==> config.mk <==
export PLATFORM = sky130hd
export DESIGN_NAME = td4_run_ctrl_flat
export DESIGN_NICKNAME = d
export VERILOG_FILES = /design/src/rtl/td4_pkg.sv /design/src/rtl/td4_run_ctrl_if.sv /design/src/rtl/td4_run_ctrl_prog_mem.sv /design/src/rtl/td4_run_ctrl.sv /design/src/flat_wrapper.sv
export SDC_FILE = /design/constraint.sdc
export NUM_CORES = 1
export LEC_CHECK = 0
export BUFFER_PORTS_ARGS = -buffer_cell sky130_fd_sc_hd__buf_4
export CAP_MARGIN = 20
export CORE_UTILIZATION = 40
export DETAILED_ROUTE_END_ITERATION = 6
export PLACE_DENSITY = 0.66
export SETUP_SLACK_MARGIN = 0.4
export SYNTH_ARGS = -nofsm -noshare
export SYNTH_HDL_FRONTEND = slang
export SYNTH_SLANG_ARGS = --single-unit
export TNS_END_PERCENT = 100
==> constraint.sdc <==
create_clock -name clock -period 3.3 [get_ports clock]
set_input_delay 0.66 -clock clock [delete_from_list [all_inputs] [get_ports clock]]
set_output_delay 0.66 -clock clock [all_outputs]
set_load 0.03 [all_outputs]
==> src/rtl/td4_pkg.sv <==
// Shared types and sizes for the TD4 run controller and its program memory.
package td4_pkg;
  localparam int ADDR_W    = 4;
  localparam int DATA_W    = 8;
  localparam int MEM_DEPTH = 16;

  typedef enum logic [1:0] {
    LOAD = 2'd0,
    HALT = 2'd1,
    RUN  = 2'd2,
    STEP = 2'd3
  } ctrl_state_t;
endpackage

==> src/rtl/td4_run_ctrl_if.sv <==
// Host/CPU facing bundle of the run controller.
//   ld_*        : program-load port (valid/ready + done pulse)
//   cmd_*       : one-cycle command pulses from buttons/host
//   cpu_address : CPU fetch address; cpu_data returns the instruction byte
//   cpu_reset   : CPU reset, cpu_en: per-instruction clock enable
//   state       : current controller state for LEDs/debug
// master = host/CPU side, slave = controller side.
interface td4_run_ctrl_if;
  import td4_pkg::*;
  logic                ld_valid;
  logic                ld_ready;
  logic [ADDR_W-1:0]   ld_addr;
  logic [DATA_W-1:0]   ld_data;
  logic                ld_done;
  logic                cmd_load;
  logic                cmd_run;
  logic                cmd_halt;
  logic                cmd_step;
  logic [ADDR_W-1:0]   cpu_address;
  logic [DATA_W-1:0]   cpu_data;
  logic                cpu_reset;
  logic                cpu_en;
  logic [1:0]          state;

  modport master (
    output ld_valid, ld_addr, ld_data, ld_done,
    output cmd_load, cmd_run, cmd_halt, cmd_step, cpu_address,
    input  ld_ready, cpu_data, cpu_reset, cpu_en, state
  );

  modport slave (
    input  ld_valid, ld_addr, ld_data, ld_done,
    input  cmd_load, cmd_run, cmd_halt, cmd_step, cpu_address,
    output ld_ready, cpu_data, cpu_reset, cpu_en, state
  );
endinterface

==> src/rtl/td4_run_ctrl_prog_mem.sv <==
// 16x8 program memory: synchronous write, asynchronous read, synchronous
// active-low clear of every byte.
//   clock   : system clock
//   clr_n_i : clear all bytes to zero at the edge (wins over a write)
//   we_i    : write enable, waddr_i/wdata_i written at the edge
//   raddr_i : read address, rdata_o follows combinationally
module prog_mem
  import td4_pkg::*;
(
  input  logic              clock,
  input  logic              clr_n_i,
  input  logic              we_i,
  input  logic [ADDR_W-1:0] waddr_i,
  input  logic [DATA_W-1:0] wdata_i,
  input  logic [ADDR_W-1:0] raddr_i,
  output logic [DATA_W-1:0] rdata_o
);
  logic [MEM_DEPTH-1:0][DATA_W-1:0] mem_q;

  always_ff @(posedge clock) begin
    if (!clr_n_i) begin
      mem_q <= '0;
    end else if (we_i) begin
      mem_q[waddr_i] <= wdata_i;
    end
  end

  assign rdata_o = mem_q[raddr_i];
endmodule

==> src/rtl/td4_run_ctrl.sv <==
// Run controller for the TD4 CPU: owns program memory, sequences the CPU
// through LOAD / HALT / STEP / RUN by driving its reset and clock enable.
//   clock : system clock
//   reset : synchronous active-low reset (state LOAD, memory cleared)
//   bus   : td4_run_ctrl_if.slave (load port, commands, CPU fetch/control)
// RUN_DIV : clock cycles per instruction in RUN (>= 1)
// CNT_W   : divider width, 2**CNT_W >= RUN_DIV
module td4_run_ctrl
  import td4_pkg::*;
#(
  parameter int RUN_DIV = 12000000,
  parameter int CNT_W   = 24
) (
  input  logic          clock,
  input  logic          reset,
  td4_run_ctrl_if.slave bus
);
  localparam logic [CNT_W-1:0] TC = CNT_W'(RUN_DIV - 1);

  ctrl_state_t      state_q, state_d;
  logic [CNT_W-1:0] cnt_q, cnt_d;
  logic             tc;
  logic             mem_we;

  assign tc = (cnt_q == TC);

  always_ff @(posedge clock) begin
    if (!reset) begin
      state_q <= LOAD;
      cnt_q   <= '0;
    end else begin
      state_q <= state_d;
      cnt_q   <= cnt_d;
    end
  end

  always_comb begin
    state_d = state_q;
    cnt_d   = cnt_q;
    unique case (state_q)
      LOAD: if (bus.ld_done) state_d = HALT;
      HALT: begin
        if (bus.cmd_load)      state_d = LOAD;
        else if (bus.cmd_step) state_d = STEP;
        else if (bus.cmd_run) begin
          state_d = RUN;
          cnt_d   = '0;
        end
      end
      STEP: state_d = HALT;
      RUN: begin
        // Divider free-runs; a command on the terminal-count cycle still lets
        // that cycle's enable through because cpu_en is decoded from cnt_q.
        cnt_d = tc ? '0 : cnt_q + 1'b1;
        if (bus.cmd_load) state_d = LOAD;
        else if (bus.cmd_halt) begin
          state_d = HALT;
          cnt_d   = '0;
        end
      end
      default: state_d = LOAD;
    endcase
  end

  // Writes only land in LOAD; reset clears memory and drops any write.
  assign mem_we = bus.ld_valid && (state_q == LOAD);

  prog_mem u_mem (
    .clock   (clock),
    .clr_n_i (reset),
    .we_i    (mem_we),
    .waddr_i (bus.ld_addr),
    .wdata_i (bus.ld_data),
    .raddr_i (bus.cpu_address),
    .rdata_o (bus.cpu_data)
  );

  assign bus.cpu_reset = (state_q == LOAD);
  assign bus.ld_ready  = (state_q == LOAD);
  assign bus.cpu_en    = (state_q == STEP) || ((state_q == RUN) && tc);
  assign bus.state     = state_q;
endmodule

==> src/flat_wrapper.sv <==
// flat-port wrapper written by rule: the top's interface ports become plain ports
module td4_run_ctrl_flat import td4_pkg::*;
#(
  parameter int RUN_DIV = 12000000,
  parameter int CNT_W   = 24
)
  (clock, reset, bus_ld_valid, bus_ld_addr, bus_ld_data, bus_ld_done, bus_cmd_load, bus_cmd_run, bus_cmd_halt, bus_cmd_step, bus_cpu_address, bus_ld_ready, bus_cpu_data, bus_cpu_reset, bus_cpu_en, bus_state);
  td4_run_ctrl_if bus_i ();
  input  logic clock;
  input  logic reset;
  input wire logic [$bits(bus_i.ld_valid)-1:0] bus_ld_valid;
  input wire logic [$bits(bus_i.ld_addr)-1:0] bus_ld_addr;
  input wire logic [$bits(bus_i.ld_data)-1:0] bus_ld_data;
  input wire logic [$bits(bus_i.ld_done)-1:0] bus_ld_done;
  input wire logic [$bits(bus_i.cmd_load)-1:0] bus_cmd_load;
  input wire logic [$bits(bus_i.cmd_run)-1:0] bus_cmd_run;
  input wire logic [$bits(bus_i.cmd_halt)-1:0] bus_cmd_halt;
  input wire logic [$bits(bus_i.cmd_step)-1:0] bus_cmd_step;
  input wire logic [$bits(bus_i.cpu_address)-1:0] bus_cpu_address;
  output wire logic [$bits(bus_i.ld_ready)-1:0] bus_ld_ready;
  output wire logic [$bits(bus_i.cpu_data)-1:0] bus_cpu_data;
  output wire logic [$bits(bus_i.cpu_reset)-1:0] bus_cpu_reset;
  output wire logic [$bits(bus_i.cpu_en)-1:0] bus_cpu_en;
  output wire logic [$bits(bus_i.state)-1:0] bus_state;
  assign bus_i.ld_valid = bus_ld_valid;
  assign bus_i.ld_addr = bus_ld_addr;
  assign bus_i.ld_data = bus_ld_data;
  assign bus_i.ld_done = bus_ld_done;
  assign bus_i.cmd_load = bus_cmd_load;
  assign bus_i.cmd_run = bus_cmd_run;
  assign bus_i.cmd_halt = bus_cmd_halt;
  assign bus_i.cmd_step = bus_cmd_step;
  assign bus_i.cpu_address = bus_cpu_address;
  assign bus_ld_ready = bus_i.ld_ready;
  assign bus_cpu_data = bus_i.cpu_data;
  assign bus_cpu_reset = bus_i.cpu_reset;
  assign bus_cpu_en = bus_i.cpu_en;
  assign bus_state = bus_i.state;
  td4_run_ctrl #(.RUN_DIV(RUN_DIV), .CNT_W(CNT_W)) u_core (.clock(clock), .reset(reset), .bus(bus_i));
endmodule
### After elaboration in Yosys (flattened, before gate mapping)

Cells that the tools add are included.

| word-level totals | value |
|---|---|
| output and inout bits | 13 |
| register bits | 154 |
| logic and storage cells | 59 |

| cells by class | value |
|---|---|
| muxes and demuxes | 19 |
| add/sub/neg operators | 1 |
| reductions and logical operators | 8 |
| $lt $le $gt $ge | 3 |
| eq/ne operators | 10 |

Operator list:

| operator | number |
|---|---|
| $mux 24 | 6 |
| $bwmux 128 | 1 |
| $pmux 24 s2 | 1 |
| $bmux 8 s4 | 1 |
| $demux 8 s4 | 1 |
| $add 24x1->24 const B | 1 |
| $eq 24x24->1 const B | 1 |
| $mux 8 | 2 |
| $mux 2 | 6 |
| $lt 4x5->1 const B | 2 |
| $ne 2x2->1 const B | 4 |
| $pmux 2 s4 | 1 |
| $eq 2x2->1 const B | 2 |
| $ge 4x1->1 const B | 1 |
| $ne 4x4->1 const B | 1 |
| $reduce_and 4->1 | 1 |
| $logic_and 1x1->1 | 3 |
| $ne 3x3->1 const B | 1 |
| $reduce_and 3->1 | 1 |
| $eq 2x1->1 const B | 1 |
| $logic_not 2->1 | 1 |
| $reduce_bool 2->1 | 1 |
| $logic_or 1x1->1 | 1 |

### Depth between registers and ports, before layout

| depth | value |
|---|---|
| depth after elaboration | 5 |
| mapped depth | 9 |
| depth with buffers taken out | 7 |

### Modules after synthesis

Synthesis repeated with hierarchy kept, for this count alone.

| unflattened totals | value |
|---|---|
| cells, all modules | 857 |
| area, all modules | 7,956.4 µm² |

Modules (own cells, without submodules):

| module | instances | area an instance (µm²) | seq. area each (µm²) | cells each |
|---|---|---|---|---|
| prog_mem | 1 | 6,497.5 | 2,562.5 | 690 |
| td4_run_ctrl | 1 | 1,458.9 | 520.5 | 167 |

### Worst setup path before layout

OpenSTA, ideal clock, no wires.

| timing path | value |
|---|---|
| kind | input to output |
| from | in bus_cpu_address[1] |
| to | out bus_cpu_data[0] |
| path buffers | 3 |
| arrival time | 2.662 ns |
| cell stages on the path | 5 |
| path slack | -0.022 ns |
| cell sequence | clkbuf_1 -> clkbuf_1 -> clkbuf_1 -> mux4_2 -> mux4_2 |

| on the way | value |
|---|---|
| word-level cells in the longest chain between the ends | 2 |

RTL lines:

| what | line | text |
|---|---|---|
| start: declaration | flat_wrapper.sv:19 | `input wire logic [$bits(bus_i.cpu_address)-1:0] bus_cpu_address;` |
| $bmux 8 s4 | td4_run_ctrl_prog_mem.sv:28 | `assign rdata_o = mem_q[raddr_i];` |
| $mux 8 (not written as such) | td4_run_ctrl_prog_mem.sv:28 |  |
| end: declaration | flat_wrapper.sv:21 | `output wire logic [$bits(bus_i.cpu_data)-1:0] bus_cpu_data;` |

No other way between the ends. The select of a mux whose other input is x is not followed.

### Final worst setup path

| timing path | value |
|---|---|
| from | reg u_core.cnt_q[8] |
| to | out bus_cpu_en |

| on the way | value |
|---|---|
| word-level cells in the longest chain between the ends | 3 |

RTL lines:

| what | line | text |
|---|---|---|
| start: declaration | td4_run_ctrl.sv:21 | `logic [CNT_W-1:0] cnt_q, cnt_d;` |
| start signal: assignment | td4_run_ctrl.sv:33 | `cnt_q <= cnt_d;` |
| $eq 24x24->1 | td4_run_ctrl.sv:25 | `assign tc = (cnt_q == TC);` |
| $logic_and 1x1->1 | td4_run_ctrl.sv:80 | `assign bus.cpu_en = (state_q == STEP) \|\| ((state_q == RUN) && tc);` |
| $logic_or 1x1->1 | td4_run_ctrl.sv:80 |  |
| end: declaration | flat_wrapper.sv:23 | `output wire logic [$bits(bus_i.cpu_en)-1:0] bus_cpu_en;` |

No other way between the ends.

==> results.json <==
{
  "status": "finished, violations left",
  "violations": "DRC",
  "synth-main-ff-cell": "dfxtp_1",
  "synth_nets": 717,
  "cts_tree": "built",
  "grt_max_degree": 110,
  "p_sw_uw": 1120,
  "synth_mux_area_share_pct": 28.5,
  "instances_no_fill": 957,
  "power_frac_comb_pct": 8.4,
  "drt_wl_total_um": 19000,
  "power.leakage_uw": 0.00304,
  "antenna_found_initial": 0,
  "rr_endpoint": "u_core.cnt_q[13]",
  "slowest_stage": "or4b_4",
  "rsz0062_at_grt": "yes",
  "setup_violations": 0,
  "period_minus_slack_ns": 3.01,
  "p_per_area_nw_per_um2": 485,
  "hpwl_um": 13200,
  "synthAdderAreaFrac_pct": 0.844,
  "p_int_uw": 3030,
  "synth-simple-area-share_pct": 20.4,
  "path_class": "flip-flop to primary output",
  "synth_top_family_by_area": "multiplexers",
  "cts.sinks": 154,
  "start_util_pct": 41.0,
  "place_congestion": 0.886,
  "register_area_um2": 3080,
  "relSlewSlack_pct": 37.3,
  "synth_seq_area_share_pct": 41.6,
  "die_area_um2": 19100,
  "area_growth_pct": 15.6,
  "p_sw_share_pct": 26.9,
  "synth.top_cells.by_count": "dfxtp_1 (154), mux2i_1 (121), nor2b_1 (120)",
  "yosys.area.top_type": "dfxtp_1",
  "worst_ep_required_time_ns": 2.64,
  "pwr-share-clk_pct": 45.9,
  "final_layout_size_suffix_gt1_share_pct": 18.8,
  "num_rows": 49,
  "placedCellCount": 923,
  "drc": 4,
  "r2r_cells": 5,
  "routed-wl-met3_um": 1030,
  "tns_ns": 0,
  "yosysTopAreaCellShare_pct": 41.6,
  "r2r-start": "u_core.cnt_q[8]",
  "ir_worst_vdd_uv": 352,
  "routed_via_density": 5.69,
  "endpoint_kind": "primary output",
  "detail-route-antenna-nets": 0,
  "seq_power_share_pct": 45.7,
  "grt_overflow": 0,
  "hp-class": "flip-flop to flip-flop",
  "io_pins": 37,
  "min_from": "u_core.u_mem.mem_q[5]",
  "synth_cells": 688,
  "tightest_slew_ns": 0.941,
  "yosysWarnings": 0,
  "placed_area_um2": 7930,
  "fill_cells": 1618,
  "clk_pin_slew_worst_paths_ns": 0.07,
  "cp_max_fo": 7,
  "synth_compound_area_share_pct": 4.29,
  "synth-xor-area-share_pct": 1.30,
  "ys_top_cells_by_area": "dfxtp_1 (42%), mux2i_1 (16%), mux4_2 (12%)",
  "grt_util_all_layers_pct": 20.4,
  "fin_worst_skew_ns": 0.00694,
  "synthArstFlopShare_pct": 0,
  "syn_avg_cell_area_um2": 10.8,
  "r2r_slack_ns": 0.72,
  "arrival_ns": 2.35,
  "setup.worst_path.end": "bus_cpu_en",
  "port_buffers": 36,
  "num_vias": 5442,
  "fin_crit_sh_pct": 91.1,
  "wl_met2_um": 8590,
  "layout.nets": 744,
  "wl_met1_um": 9080,
  "die_w_um": 138,
  "wl_per_cell_um": 19.9,
  "n_antenna_cell": 0,
  "synth-edff-count": 0,
  "grt_pass1_wl_um": 30200,
  "hold_viol": 0,
  "cts_buffers": 17,
  "drv_cap": 0,
  "grt_pass1_vias": 5181,
  "dr.pass1.iters": 6,
  "final_area_um2": 8570,
  "drv_slew": 0,
  "crit_chain": "or4_1, or4b_4, nor4_4, a21o_1, buf_4",
  "highest-signal-layer": "met4",
  "multiInputGateArea_um2": 4120,
  "root_buffer": "clkbuf_16",
  "insertion_delay_ns": 0.43,
  "cp-start-kind": "flip-flop",
  "slowest_delay_ns": 0.57,
  "yosysMostFrequentCell": "dfxtp_1",
  "syn_area_um2": 7410,
  "htree_num_levels": 4,
  "synth_cell_types": 50,
  "drt-initial-drc-count": 483,
  "die_y_um": 138,
  "ys_ff_latch": 154,
  "fmax_mhz": 333,
  "clock_path_buffers": 2,
  "core_um2": 18100,
  "crit_start": "u_core.cnt_q[8]"
}
-- how the worst min path moves through the flow --
stage | to | slack (ns) | depth (start not counted)
2_1_floorplan | u_core.u_mem.mem_q[0] | 0.44 | 2
3_3_place_gp | u_core.u_mem.mem_q[5] | 0.47 | 2
3_5_place_dp | u_core.u_mem.mem_q[0] | 0.48 | 2
4_1_cts | u_core.u_mem.mem_q[5] | 0.49 | 2
5_1_grt | u_core.u_mem.mem_q[6] | 0.52 | 2
6_report | u_core.u_mem.mem_q[5] | 0.50 | 2
-- cells by family after synthesis --
kind of cell	count (synthesis)
muxes	161
DFF	154
and+or+nand+nor	263
xor gates and xnor gates	11
AOI/OAI and AO/OA	40
buffers and inverters	54
adders and majority gates	5
-- final cells by class --
cell class              instances  share of cell area [%]
well taps                     229                    3.35
clock inverters                15                    1.67
clock buffers                  17                    4.97
repair buffers                 57                    5.71
multi-input cells             480                    48.1
flip-flops and latches        154                    36.0
inverters                       5                   0.219
-- worst max-delay path: cells and delay by family, from the launching register on --
family | cells | cell delay [ns]
buf+inv | 1 | 0.15
flops | 1 | 0.35
compound gates | 1 | 0.15
simple gates | 3 | 1.26
-- sequential cells by signal, summed over array words and instances, names as in the netlist --
register / count
u_core.bus.state: 2
u_core.cnt_q: 24
u_core.u_mem.mem_q: 128
-- power by group through the flow --
| stage | combinational (uW) | clock (uW) | sequential [uW] |
|---|---|---|---|
| after global placement | 328 | 0 | 1940 |
| after detailed placement | 341 | 0 | 1940 |
| after floorplan | 231 | 0 | 1940 |
| after CTS | 343 | 1930 | 1900 |
| after global routing | 371 | 2010 | 1900 |
| final | 348 | 1910 | 1900 |
-- layout by cell type, fill, tap and decap left out, drive strengths merged, types with 7 or more instances in the layout --
cell type,instances
clkbuf,18
a21boi,13
nor2,28
dfxtp,154
inv,18
nand2,28
nor2b,120
nand2b,12
buf,56
nand3,23
xnor2,7
mux4,40
mux2i,121
nor4,8
nand4,15
-- what timing repair did --
| action | in CTS | in global routing |
|---|---|---|
| gates cloned | 0 | 1 |
| gates resized for setup | 6 | 2 |
| setup endpoints to repair | 9 | 6 |
| buffers inserted | 0 | 1 |
| hold buffers | 0 | 0 |
-- metrics by stage --
stage,setup WS (ns),hold slack [ns],util (%),total power (uW)
floorplan,0.404,0.441,-,2170
global placement,0.364,0.472,43.8,2270
detailed placement,0.316,0.485,43.8,2280
CTS,0.265,0.493,47.1,4170
global route,0.201,0.521,47.4,4280
finish,0.294,0.496,47.4,4150
-- layer usage --
layer  GRT usage, %  up-vias
li1               -     2527
met1           29.0     2730
met2           31.0      167
met3           3.46       18
met4           7.81        0
met5              0        -
No activity file was read; power rests on OpenSTA's default activity.
